$ cat src/rtl/weak_sig_pkg.sv
// weak_sig_pkg: shared types, constants and helpers for the weak-signal AGC monitor
package weak_sig_pkg;
    typedef enum logic [1:0] {ACQUIRE, TRACK, LOCKED, OVERLOAD} state_t;
    localparam int SNR_W    = 8;
    localparam int AGC_STEP = 1;
    localparam int OVF_STEP = 2;
    // bit length of x: index of the highest set bit plus one, zero for zero
    function automatic logic [SNR_W-1:0] pos(input logic [63:0] x);
        pos = '0;
        for (int i = 0; i < 64; i++)
            if (x[i]) pos = SNR_W'(i + 1);
    endfunction
endpackage

$ cat src/rtl/wsm_window_stats.sv
// wsm_window_stats: accumulate one sample into a channel slot and produce the window mean, deviation and peak
module wsm_window_stats #(
    parameter int MAG_WIDTH = 24,
    parameter int WIN_LOG2  = 8
) (
    input  logic [MAG_WIDTH-1:0]          mag,
    input  logic [WIN_LOG2-1:0]           cnt,
    input  logic [MAG_WIDTH+WIN_LOG2-1:0] sum,
    input  logic [MAG_WIDTH+WIN_LOG2-1:0] devsum,
    input  logic [MAG_WIDTH-1:0]          peak,
    input  logic [MAG_WIDTH-1:0]          prev_mean,
    output logic                          win_end,
    output logic [WIN_LOG2-1:0]           cnt_nxt,
    output logic [MAG_WIDTH+WIN_LOG2-1:0] sum_nxt,
    output logic [MAG_WIDTH+WIN_LOG2-1:0] devsum_nxt,
    output logic [MAG_WIDTH-1:0]          peak_nxt,
    output logic [MAG_WIDTH-1:0]          mean,
    output logic [MAG_WIDTH-1:0]          dev,
    output logic [MAG_WIDTH-1:0]          peak_win
);
    localparam int ACC_W = MAG_WIDTH + WIN_LOG2;
    logic [MAG_WIDTH-1:0] adev;
    logic [ACC_W-1:0]     sum_fin;
    logic [ACC_W-1:0]     dsum_fin;
    // fold the sample in; on the last sample of a window the slot is emptied for the next one
    always_comb begin
        adev       = mag >= prev_mean ? mag - prev_mean : prev_mean - mag;
        sum_fin    = sum + ACC_W'(mag);
        dsum_fin   = devsum + ACC_W'(adev);
        peak_win   = mag > peak ? mag : peak;
        win_end    = &cnt;
        mean       = sum_fin[ACC_W-1:WIN_LOG2];
        dev        = dsum_fin[ACC_W-1:WIN_LOG2];
        cnt_nxt    = cnt + WIN_LOG2'(1);
        sum_nxt    = win_end ? '0 : sum_fin;
        devsum_nxt = win_end ? '0 : dsum_fin;
        peak_nxt   = win_end ? '0 : peak_win;
    end
endmodule

$ cat src/rtl/weak_signal_agc_monitor_mc.sv
// weak_signal_agc_monitor_mc: per-channel AGC, SNR estimate and lock qualification over a shared magnitude stream
module weak_signal_agc_monitor_mc
    import weak_sig_pkg::*;
#(
    parameter int                   NUM_CH       = 4,
    parameter int                   CH_W         = (NUM_CH > 1) ? $clog2(NUM_CH) : 1,
    parameter int                   MAG_WIDTH    = 24,
    parameter int                   GAIN_WIDTH   = 4,
    parameter int                   WIN_LOG2     = 8,
    parameter int                   INIT_GAIN    = 4,
    parameter logic [MAG_WIDTH-1:0] LO_THRESH    = 24'h010000,
    parameter logic [MAG_WIDTH-1:0] HI_THRESH    = 24'h700000,
    parameter logic [MAG_WIDTH-1:0] OVF_THRESH   = 24'h780000,
    parameter int                   LOCK_SNR     = 8,
    parameter int                   LOCK_WINDOWS = 4
) (
    input  logic                         clk,
    input  logic                         rst,
    input  logic [MAG_WIDTH-1:0]         mag_in,
    input  logic [CH_W-1:0]              mag_ch,
    input  logic                         mag_valid,
    input  logic                         cfg_agc_en,
    input  logic [GAIN_WIDTH-1:0]        cfg_manual_gain,
    output logic [NUM_CH*GAIN_WIDTH-1:0] gain_out,
    output logic [NUM_CH-1:0]            lock_out,
    output logic [NUM_CH-1:0]            overload_out,
    output logic                         stat_valid,
    output logic [CH_W-1:0]              stat_ch,
    output logic [MAG_WIDTH-1:0]         stat_mean,
    output logic [MAG_WIDTH-1:0]         stat_dev,
    output logic [SNR_W-1:0]             stat_snr,
    output logic                         err_bad_ch
);
    localparam int ACC_W = MAG_WIDTH + WIN_LOG2;
    localparam int GC_W  = $clog2(LOCK_WINDOWS + 1);
    localparam logic [GAIN_WIDTH-1:0]   GAIN_MAX = '1;
    localparam logic [GAIN_WIDTH-1:0]   G_AGC    = GAIN_WIDTH'(AGC_STEP);
    localparam logic [GAIN_WIDTH-1:0]   G_OVF    = GAIN_WIDTH'(OVF_STEP);
    localparam logic signed [SNR_W-1:0] SNR_LOCK = SNR_W'(LOCK_SNR);
    localparam logic signed [SNR_W-1:0] SNR_HOLD = SNR_W'(LOCK_SNR - 1);

    logic [WIN_LOG2-1:0]   cnt_q   [NUM_CH];
    logic [ACC_W-1:0]      sum_q   [NUM_CH];
    logic [ACC_W-1:0]      dsum_q  [NUM_CH];
    logic [MAG_WIDTH-1:0]  peak_q  [NUM_CH];
    logic [MAG_WIDTH-1:0]  pmean_q [NUM_CH];
    logic [GC_W-1:0]       gc_q    [NUM_CH];
    logic [GAIN_WIDTH-1:0] gain_q  [NUM_CH];
    state_t                st_q    [NUM_CH];
    logic [NUM_CH-1:0]     settle_q;

    logic                  s1_v;
    logic [CH_W-1:0]       s1_ch;
    logic [MAG_WIDTH-1:0]  s1_mag;

    logic                  in_bad, in_ok, win_end, eval, settle_set, out_band;
    logic [WIN_LOG2-1:0]   cnt_nxt;
    logic [ACC_W-1:0]      sum_nxt, dsum_nxt;
    logic [MAG_WIDTH-1:0]  peak_nxt, mean, dev, peak_win;
    logic signed [SNR_W-1:0] snr;
    logic [GAIN_WIDTH-1:0] e_gain, step_gain, n_gain;
    logic [GC_W-1:0]       e_gc, gc_inc, n_gc;
    state_t                e_st, n_st;

    assign in_bad     = mag_valid && (32'(mag_ch) >= NUM_CH);
    assign in_ok      = mag_valid && !in_bad;
    assign eval       = s1_v && win_end && !settle_q[s1_ch];
    assign settle_set = cfg_agc_en && (n_gain != e_gain);

    wsm_window_stats #(.MAG_WIDTH(MAG_WIDTH), .WIN_LOG2(WIN_LOG2)) u_stats (
        .mag        (s1_mag),
        .cnt        (cnt_q[s1_ch]),
        .sum        (sum_q[s1_ch]),
        .devsum     (dsum_q[s1_ch]),
        .peak       (peak_q[s1_ch]),
        .prev_mean  (pmean_q[s1_ch]),
        .win_end    (win_end),
        .cnt_nxt    (cnt_nxt),
        .sum_nxt    (sum_nxt),
        .devsum_nxt (dsum_nxt),
        .peak_nxt   (peak_nxt),
        .mean       (mean),
        .dev        (dev),
        .peak_win   (peak_win)
    );

    // state register: only the channel whose window is evaluated this cycle moves
    always_ff @(posedge clk or posedge rst) begin
        if (rst) begin
            for (int c = 0; c < NUM_CH; c++) st_q[c] <= ACQUIRE;
        end else if (eval) begin
            st_q[s1_ch] <= n_st;
        end
    end

    // next state, gain and good-window count for the evaluated channel; overload wins over everything
    always_comb begin
        e_gain    = gain_q[s1_ch];
        e_st      = st_q[s1_ch];
        e_gc      = gc_q[s1_ch];
        out_band  = (mean < LO_THRESH) || (mean > HI_THRESH);
        step_gain = (mean < LO_THRESH && e_gain != GAIN_MAX) ? e_gain + G_AGC :
                    (mean > HI_THRESH && e_gain != '0) ? e_gain - G_AGC : e_gain;
        snr       = pos(64'(mean)) - pos(64'(dev));
        gc_inc    = e_gc + GC_W'(1);
        n_st      = e_st;
        n_gain    = e_gain;
        n_gc      = e_gc;
        if (peak_win >= OVF_THRESH) begin
            n_st   = OVERLOAD;
            n_gain = e_gain > G_OVF ? e_gain - G_OVF : '0;
        end else begin
            case (e_st)
                ACQUIRE: begin
                    n_gain = step_gain;
                    n_st   = step_gain == e_gain ? TRACK : ACQUIRE;
                    n_gc   = '0;
                end
                TRACK: begin
                    if (out_band) begin
                        n_st   = ACQUIRE;
                        n_gain = step_gain;
                    end else if (snr >= SNR_LOCK) begin
                        n_gc = gc_inc;
                        if (gc_inc == GC_W'(LOCK_WINDOWS)) n_st = LOCKED;
                    end else begin
                        n_gc = '0;
                    end
                end
                LOCKED: begin
                    if (out_band || snr < SNR_HOLD) begin
                        n_st = TRACK;
                        n_gc = '0;
                    end
                end
                default: n_st = ACQUIRE;
            endcase
        end
    end

    // flags follow the stored state; gains are packed with channel 0 in the LSBs
    always_comb begin
        gain_out     = '0;
        lock_out     = '0;
        overload_out = '0;
        for (int c = 0; c < NUM_CH; c++) begin
            gain_out[c*GAIN_WIDTH +: GAIN_WIDTH] = gain_q[c];
            lock_out[c]     = st_q[c] == LOCKED;
            overload_out[c] = st_q[c] == OVERLOAD;
        end
    end

    // sample capture, single-cycle read-modify-write of the channel slot, gains and stat outputs
    always_ff @(posedge clk or posedge rst) begin
        if (rst) begin
            s1_v       <= 1'b0;
            s1_ch      <= '0;
            s1_mag     <= '0;
            err_bad_ch <= 1'b0;
            stat_valid <= 1'b0;
            stat_ch    <= '0;
            stat_mean  <= '0;
            stat_dev   <= '0;
            stat_snr   <= '0;
            settle_q   <= '0;
            for (int c = 0; c < NUM_CH; c++) begin
                cnt_q[c]   <= '0;
                sum_q[c]   <= '0;
                dsum_q[c]  <= '0;
                peak_q[c]  <= '0;
                pmean_q[c] <= '0;
                gc_q[c]    <= '0;
                gain_q[c]  <= GAIN_WIDTH'(INIT_GAIN);
            end
        end else begin
            s1_v       <= in_ok;
            err_bad_ch <= err_bad_ch | in_bad;
            stat_valid <= eval;
            if (in_ok) begin
                s1_ch  <= mag_ch;
                s1_mag <= mag_in;
            end
            if (eval) begin
                stat_ch   <= s1_ch;
                stat_mean <= mean;
                stat_dev  <= dev;
                stat_snr  <= snr;
            end
            if (!cfg_agc_en)
                for (int c = 0; c < NUM_CH; c++) gain_q[c] <= cfg_manual_gain;
            if (s1_v) begin
                cnt_q[s1_ch]  <= cnt_nxt;
                sum_q[s1_ch]  <= sum_nxt;
                dsum_q[s1_ch] <= dsum_nxt;
                peak_q[s1_ch] <= peak_nxt;
                if (win_end) begin
                    pmean_q[s1_ch]  <= mean;
                    settle_q[s1_ch] <= eval && settle_set;
                end
                if (eval) begin
                    gc_q[s1_ch] <= n_gc;
                    if (cfg_agc_en) gain_q[s1_ch] <= n_gain;
                end
            end
        end
    end
endmodule

$ cat config.mk
export PLATFORM = sky130hd
export DESIGN_NAME = weak_signal_agc_monitor_mc
export DESIGN_NICKNAME = d
export VERILOG_FILES = /design/src/rtl/weak_sig_pkg.sv /design/src/rtl/wsm_window_stats.sv /design/src/rtl/weak_signal_agc_monitor_mc.sv
export SDC_FILE = /design/constraint.sdc
export NUM_CORES = 2
export LEC_CHECK = 0
export ABC_AREA = 1
export BUFFER_PORTS_ARGS = -buffer_cell sky130_fd_sc_hd__clkbuf_2
export CORE_MARGIN = 5
export CORE_UTILIZATION = 57
export DETAILED_ROUTE_END_ITERATION = 12
export PLACE_DENSITY = 0.79
export SLEW_MARGIN = 15
export SYNTH_ARGS = -nofsm -noshare
export SYNTH_HDL_FRONTEND = slang
export SYNTH_SLANG_ARGS = --single-unit
$ cat constraint.sdc
create_clock -name clk -period 20.3 [get_ports clk]
set_clock_uncertainty 0.1 [all_clocks]
set_input_delay 3.045 -clock clk [delete_from_list [all_inputs] [get_ports clk]]
set_output_delay 3.045 -clock clk [all_outputs]
set_load 0.03 [all_outputs]
After elaboration in Yosys (flattened, before gate mapping). Cells that the tools add are included.

Input port bits: 34. Flip-flop bits (word level): 606. Output and inout port bits: 84.

Add/subtract/negate cells: 10. Reduce and logical (&&, ||, !) cells: 16. Equality and inequality tests: 14. Multiplexer cells: 124. Bitwise operators: 1. Magnitude comparators: 12.

Operators with widths (count): 8-bit two-way mux (47); 128-bit bitwise mux (2); 32-bit two-way mux (7); 96-bit bitwise mux (2); 24-bit two-way mux (8); 32-bit binary-select mux with 2-bit select (2); 24-bit binary-select mux with 2-bit select (2); 32-bit by 24-bit adder with 32-bit output (2); 32-bit demux with 2-bit select (1); 16-bit two-way mux (4); 24-bit demux with 2-bit select (1); 24-bit subtractor (2); 32-bit bitwise mux (1); 4-bit two-way mux (8); 24-bit by 23-bit greater-or-equal comparator with 1-bit output (second input constant) (1); 24-bit greater-or-equal comparator (1); 24-bit by 23-bit > comparator with 1-bit output (second input constant) (1); 24-bit > comparator (1); 24-bit by 17-bit < comparator with 1-bit output (second input constant) (1); 3-bit two-way mux (7); 2-bit two-way mux (10); 2-bit equality test (second input constant) (9); 8-bit binary-select mux with 2-bit select (1); 16-bit bitwise mux (1); other kinds (43) (55).

Longest topological paths before layout.
Word-level depth: 38. Depth in mapped cells: 73. Depth with buffers taken out: 65.

Hierarchy. Synthesis repeated with hierarchy kept, for this count alone.

Cell total of the unflattened synthesis: 4902. Area, all modules: 35695.5 um^2.

Modules (own cells, without submodules): weak_signal_agc_monitor_mc (sequential area each 15169.5 um^2, area each 26380.3 um^2, times used 1, cells each 2954); wsm_window_stats (sequential area each 0.0 um^2, area each 9315.2 um^2, times used 1, cells each 1948).

Least setup slack after synthesis. Ideal clock, no wire load.

Kind: register to register. Start: reg s1_ch[1]. End: reg gc_q[11] (netlist name). Setup slack: 11.733 ns. Arrival time: 8.335 ns. Path buffers: 9. Stages on the path, launching flop included: 66. Required time: 20.068 ns. Path through: dfrtp_1 -> buf_6 -> inv_6 -> buf_12 -> nand2_4 -> inv_2 -> buf_4 -> buf_2 -> buf_1 -> clkbuf_1 -> a22oi_1 -> inv_1 -> a221oi_1 -> inv_1 -> ha_1 -> nand2_1 -> o21ai_0 -> a21oi_1 -> [30 not listed] -> xnor2_1 -> nand2_1 -> nand2_1 -> nand2_1 -> nand2_1 -> a21oi_1 -> ha_1 -> fa_1 -> o21ai_0 -> a21oi_1 -> nor2_1 -> nand2_1 -> o21ai_0 -> nor2_1 -> nand3_1 -> nand3_1 -> a32oi_1 -> o21ai_0.

Cells in the longest elaborated chain, start to end: 38. Elaborated cells between the ends (all ways): 108.

Ends and longest elaborated chain: start: declaration (RTL line weak_signal_agc_monitor_mc.sv:53) `logic [CH_W-1:0] s1_ch;`; start signal: assignment (RTL line weak_signal_agc_monitor_mc.sv:180) `s1_ch <= mag_ch;`; 2-bit inverter with 3-bit output (not written as such); 24-bit binary-select mux with 2-bit select (RTL line weak_signal_agc_monitor_mc.sv:76) `.prev_mean (pmean_q[s1_ch]),`; 24-bit two-way mux (not written as such) (2 in a row) (RTL line weak_signal_agc_monitor_mc.sv:76); 24-bit subtractor / 24-bit greater-or-equal comparator (equally long branches) (RTL line wsm_window_stats.sv:27) `adev = mag >= prev_mean ? mag - prev_mean : prev_mean - mag;`; 24-bit two-way mux (RTL line wsm_window_stats.sv:27); 32-bit by 24-bit adder with 32-bit output (RTL line wsm_window_stats.sv:29) `dsum_fin = devsum + ACC_W'(adev);`; 1-bit two-way mux (RTL line weak_sig_pkg.sv:11) `if (x[i]) pos = SNR_W'(i + 1);`; 8-bit two-way mux (23 in a row) (RTL line weak_sig_pkg.sv:11); 8-bit subtractor (RTL line weak_signal_agc_monitor_mc.sv:104) `snr = pos(64'(mean)) - pos(64'(dev));`; 8-bit by 5-bit greater-or-equal comparator with 1-bit output / 8-bit by 4-bit < comparator with 1-bit output (equally long branches) (RTL line weak_signal_agc_monitor_mc.sv:123, weak_signal_agc_monitor_mc.sv:131); 3-bit two-way mux / 1-bit logical OR (equally long branches) (RTL line weak_signal_agc_monitor_mc.sv:123, weak_signal_agc_monitor_mc.sv:131); 3-bit two-way mux, on equally long branches (RTL line weak_signal_agc_monitor_mc.sv:120, weak_signal_agc_monitor_mc.sv:131); 3-bit case mux with 3 select lines (RTL line weak_signal_agc_monitor_mc.sv:113) `case (e_st)`; 3-bit two-way mux (RTL line weak_signal_agc_monitor_mc.sv:109) `if (peak_win >= OVF_THRESH) begin`; 12-bit bitwise mux (RTL line weak_signal_agc_monitor_mc.sv:201) `gc_q[s1_ch] <= n_gc;`; end signal: indexed assignment (RTL line weak_signal_agc_monitor_mc.sv:201); end: declaration (RTL line weak_signal_agc_monitor_mc.sv:47) `logic [GC_W-1:0] gc_q [NUM_CH];`.

Parallel ways exist; a longest one is shown, timed or not. The select of a mux whose other input is x is not followed. A chain may end at the register's enable or synchronous reset.

Final worst setup path.
Start: reg s1_ch[1]. End: reg gc_q[3] (netlist name).

The elaborated chain is that of the path after synthesis.

==> impl_metrics.env <==
export IMPL_drt_antenna_violating_nets=0
export IMPL_holdCritPathClass="reg -> reg"
export IMPL_cts_root_buf="clkbuf_16"
export IMPL_seq_area_frac_synth_pct=45.2
export IMPL_rsz0062_at_grt="false"
export IMPL_postCtsHoldBufs=0
export IMPL_p_seq_share_pct=33.2
export IMPL_io_pins=118
export IMPL_clkPwrFrac_pct=25.1
export IMPL_post_cts_setup_buffer_count=0
export IMPL_cts_repair_resize_count=0
export IMPL_status="complete, no violations"
export IMPL_p_leak_uw=0.0187
export IMPL_fin_tns_setup_ps=0
export IMPL_hold_ws_ps=380
export IMPL_drc_errors=0
export IMPL_tightest_slew_ps=1280
export IMPL_cp_max_fo=47
export IMPL_routedWlPerCell_um=20.1
export IMPL_syn_area_um2=33600
export IMPL_peakVddDrop_uv=89.0
export IMPL_critical_path_required_ps=20650
export IMPL_crit_slowest_cell="buf_4"
export IMPL_max_slew_margin_pct=14.2
export IMPL_htree_levels=3
export IMPL_cts_tree="built"
export IMPL_min_path_cells=2
export IMPL_cap_violations=0
export IMPL_clk_pin_slew_ps=60
export IMPL_start_util_pct=57.2
export IMPL_io_buffers=116
export IMPL_hpwl_mm=71.5
export IMPL_drt_iter0_markers=3483
export IMPL_min_period_over_period_pct=49.6
export IMPL_grt_pass1_vias=28600
export IMPL_final_util_pct=63.0
export IMPL_vias_per_cell=5.91
export IMPL_clk_latency_ps=630
export IMPL_synth_cells=4314
export IMPL_worst_path_largest_cell_delay_ps=740
export IMPL_power_internal_uw=2950
export IMPL_mostFrequentLayoutCell="nand2_1"
export IMPL_crit_path_start_kind="flop"
export IMPL_p_comb_share_pct=41.8
export IMPL_most_common_layout_cells="1322 x nand2_1, 616 x o21ai_0, 602 x dfrtp_1"
export IMPL_power_density_nw_per_um2=139
export IMPL_layout_min_cycle_time_ps=10080
export IMPL_crit_path_frequent_cell="nand2_1"
export IMPL_final_cells=5165
export IMPL_synth_distinct_cells=65
export IMPL_wl_mm=104
export IMPL_finalHoldViolCount=0
export IMPL_endpoint_kind="flop"
export IMPL_place_inst=5045
export IMPL_overflow=0
export IMPL_gp_congestion=0.992
export IMPL_antenna_found_initial=4
export IMPL_nets=4514
export IMPL_path_class="reg -> reg"
export IMPL_postLayoutCellArea_um2=37000
export IMPL_area_delta_synth_final_pct=10.0
export IMPL_die_area_um2=63900
export IMPL_drv_slew=0
export IMPL_rows=89
export IMPL_syn_area_per_cell_um2=7.79
export IMPL_finalSetupViolCount=0
export IMPL_grt_pass1_wl_mm=163
export IMPL_die_height_um=253
export IMPL_fmax_ghz=0.0993
export IMPL_grt_util_all_layers_pct=32.1
export IMPL_core_area_um2=58700
export IMPL_p_sw_uw=2200
export IMPL_dpl_cell_area_um2=34600
export IMPL_ys_warnings_count=0
export IMPL_rr_worst_depth=51
export IMPL_syn_num_nets=4487
export IMPL_cts_sinks=606
export IMPL_swShare_pct=42.7
export IMPL_drive_gt1_share_pct=9.09
export IMPL_arrival_ps=10430
export IMPL_numCtsBuffers=67
export IMPL_routed_via_count=30500
export IMPL_grt_max_degree=117
export IMPL_dieWidth_um=253
export IMPL_cts_buffer_depth=3
export IMPL_synth_seq_cells=606
export IMPL_drt_pass1_iterations=8
[path summary, 6_finish.rpt]
check,startpoint,end,slack [ps]
worst max-delay path,s1_ch[1]$_DFFE_PP0P_,gc_q[3]$_DFFE_PP0P_,10220
worst min-delay path,pmean_q[24]$_DFFE_PP0P_,pmean_q[24]$_DFFE_PP0P_,380
worst max register to register,s1_ch[1]$_DFFE_PP0P_,gc_q[3]$_DFFE_PP0P_,10220
worst min register to register,pmean_q[24]$_DFFE_PP0P_,pmean_q[24]$_DFFE_PP0P_,380
max in group asynchronous,rst,peak_q[17]$_DFFE_PP0P_,15250
min in group asynchronous,rst,peak_q[0]$_DFFE_PP0P_,2520
[cell usage after synthesis, drive strengths merged]
master | count | area (um^2)
xor2 | 29 | 254
o22ai | 76 | 475
mux2 | 1 | 11.3
a22oi | 61 | 458
nand2 | 1357 | 5260
a31o | 1 | 8.76
o21bai | 4 | 30.0
o21ai | 635 | 3200
a21o | 5 | 37.5
a32oi | 2 | 17.5
clkbuf | 144 | 541
o211ai | 7 | 52.6
a221oi | 38 | 363
a31oi | 6 | 37.5
or2 | 13 | 81.3
and2 | 10 | 62.6
ha | 134 | 1680
dfrtp | 602 | 15100
nor3 | 14 | 75.1
inv | 469 | 1770
mux2i | 4 | 40.0
nand3 | 126 | 708
xnor2 | 13 | 114
o21a | 33 | 248
nor4 | 8 | 50.1
clkinv | 2 | 7.51
buf | 53 | 315
nor4b | 1 | 8.76
o311ai | 2 | 17.5
dfstp | 4 | 105
o2111ai | 2 | 17.5
conb | 1 | 3.75
a22o | 22 | 193
nor2 | 200 | 911
nand3b | 14 | 105
a21oi | 179 | 911
a211oi | 2 | 15.0
and3 | 1 | 6.26
a21boi | 1 | 7.51
o221ai | 13 | 114
nand4 | 20 | 125
fa | 5 | 100
[layer usage]
layer	track usage [%]	routed length, um
met5	0	34
met4	12.2	4190
met3	7.26	11300
met2	47.5	44600
met1	46.6	43900
[kinds of logic after synthesis]
kind of cell / share of synthesized area [%]
adder cells (fa/ha/maj): 5.29
other: 0.0112
multiplexers: 0.153
AND/OR/NAND/NOR: 22.0
flip-flops: 45.2
AO/OA/AOI/OAI: 18.5
buffers and inverters: 7.83
XOR/XNOR: 1.09
[registers in the layout, indices dropped and copies added, names as in the netlist, 2 cells and up]
register	flops
s1_mag	24
stat_dev	24
pmean_q	96
st_q	8
stat_snr	8
sum_q	128
stat_mean	24
cnt_q	32
dsum_q	128
gain_out	16
gc_q	12
stat_ch	2
s1_ch	2
peak_q	96
settle_q	4
[power by group through the flow]
stage | logic (uW) | clock network, uW | registers [uW]
floorplan | 1490 | 0 | 1670
global placement | 2050 | 0 | 1700
detailed placement | 2080 | 0 | 1710
CTS | 2100 | 1300 | 1700
global route | 2400 | 1350 | 1740
finish | 2150 | 1290 | 1710
[final cells by class]
class                   count  area, um^2
clock inverters            24         327
repair buffers            155         873
fillers                  5031       21700
clock buffers              95        2010
inverters                 471        1790
well taps                 773         967
diodes                      1        2.50
multi-input cells        3040       15800
flip-flops and latches    606       15200
[per-stage QoR]
| step | power [uW] | setup WS (ps) |
|---|---|---|
| floorplan | 3160 | 197 |
| global placement | 3750 | 10750 |
| detailed placement | 3800 | 10420 |
| CTS | 5100 | 10380 |
| global route | 5480 | 9080 |
| finish | 5150 | 10220 |
[critical path: cells and delay by family (launching register included)]
family,cells,cell delay [ps]
AO/OA/AOI/OAI,15,2780
XOR/XNOR,2,530
adder cells (fa/ha/maj),4,1260
buffers and inverters,6,2070
flip-flops,1,700
AND/OR/NAND/NOR,24,2460
(Power assumes the default switching activity.)
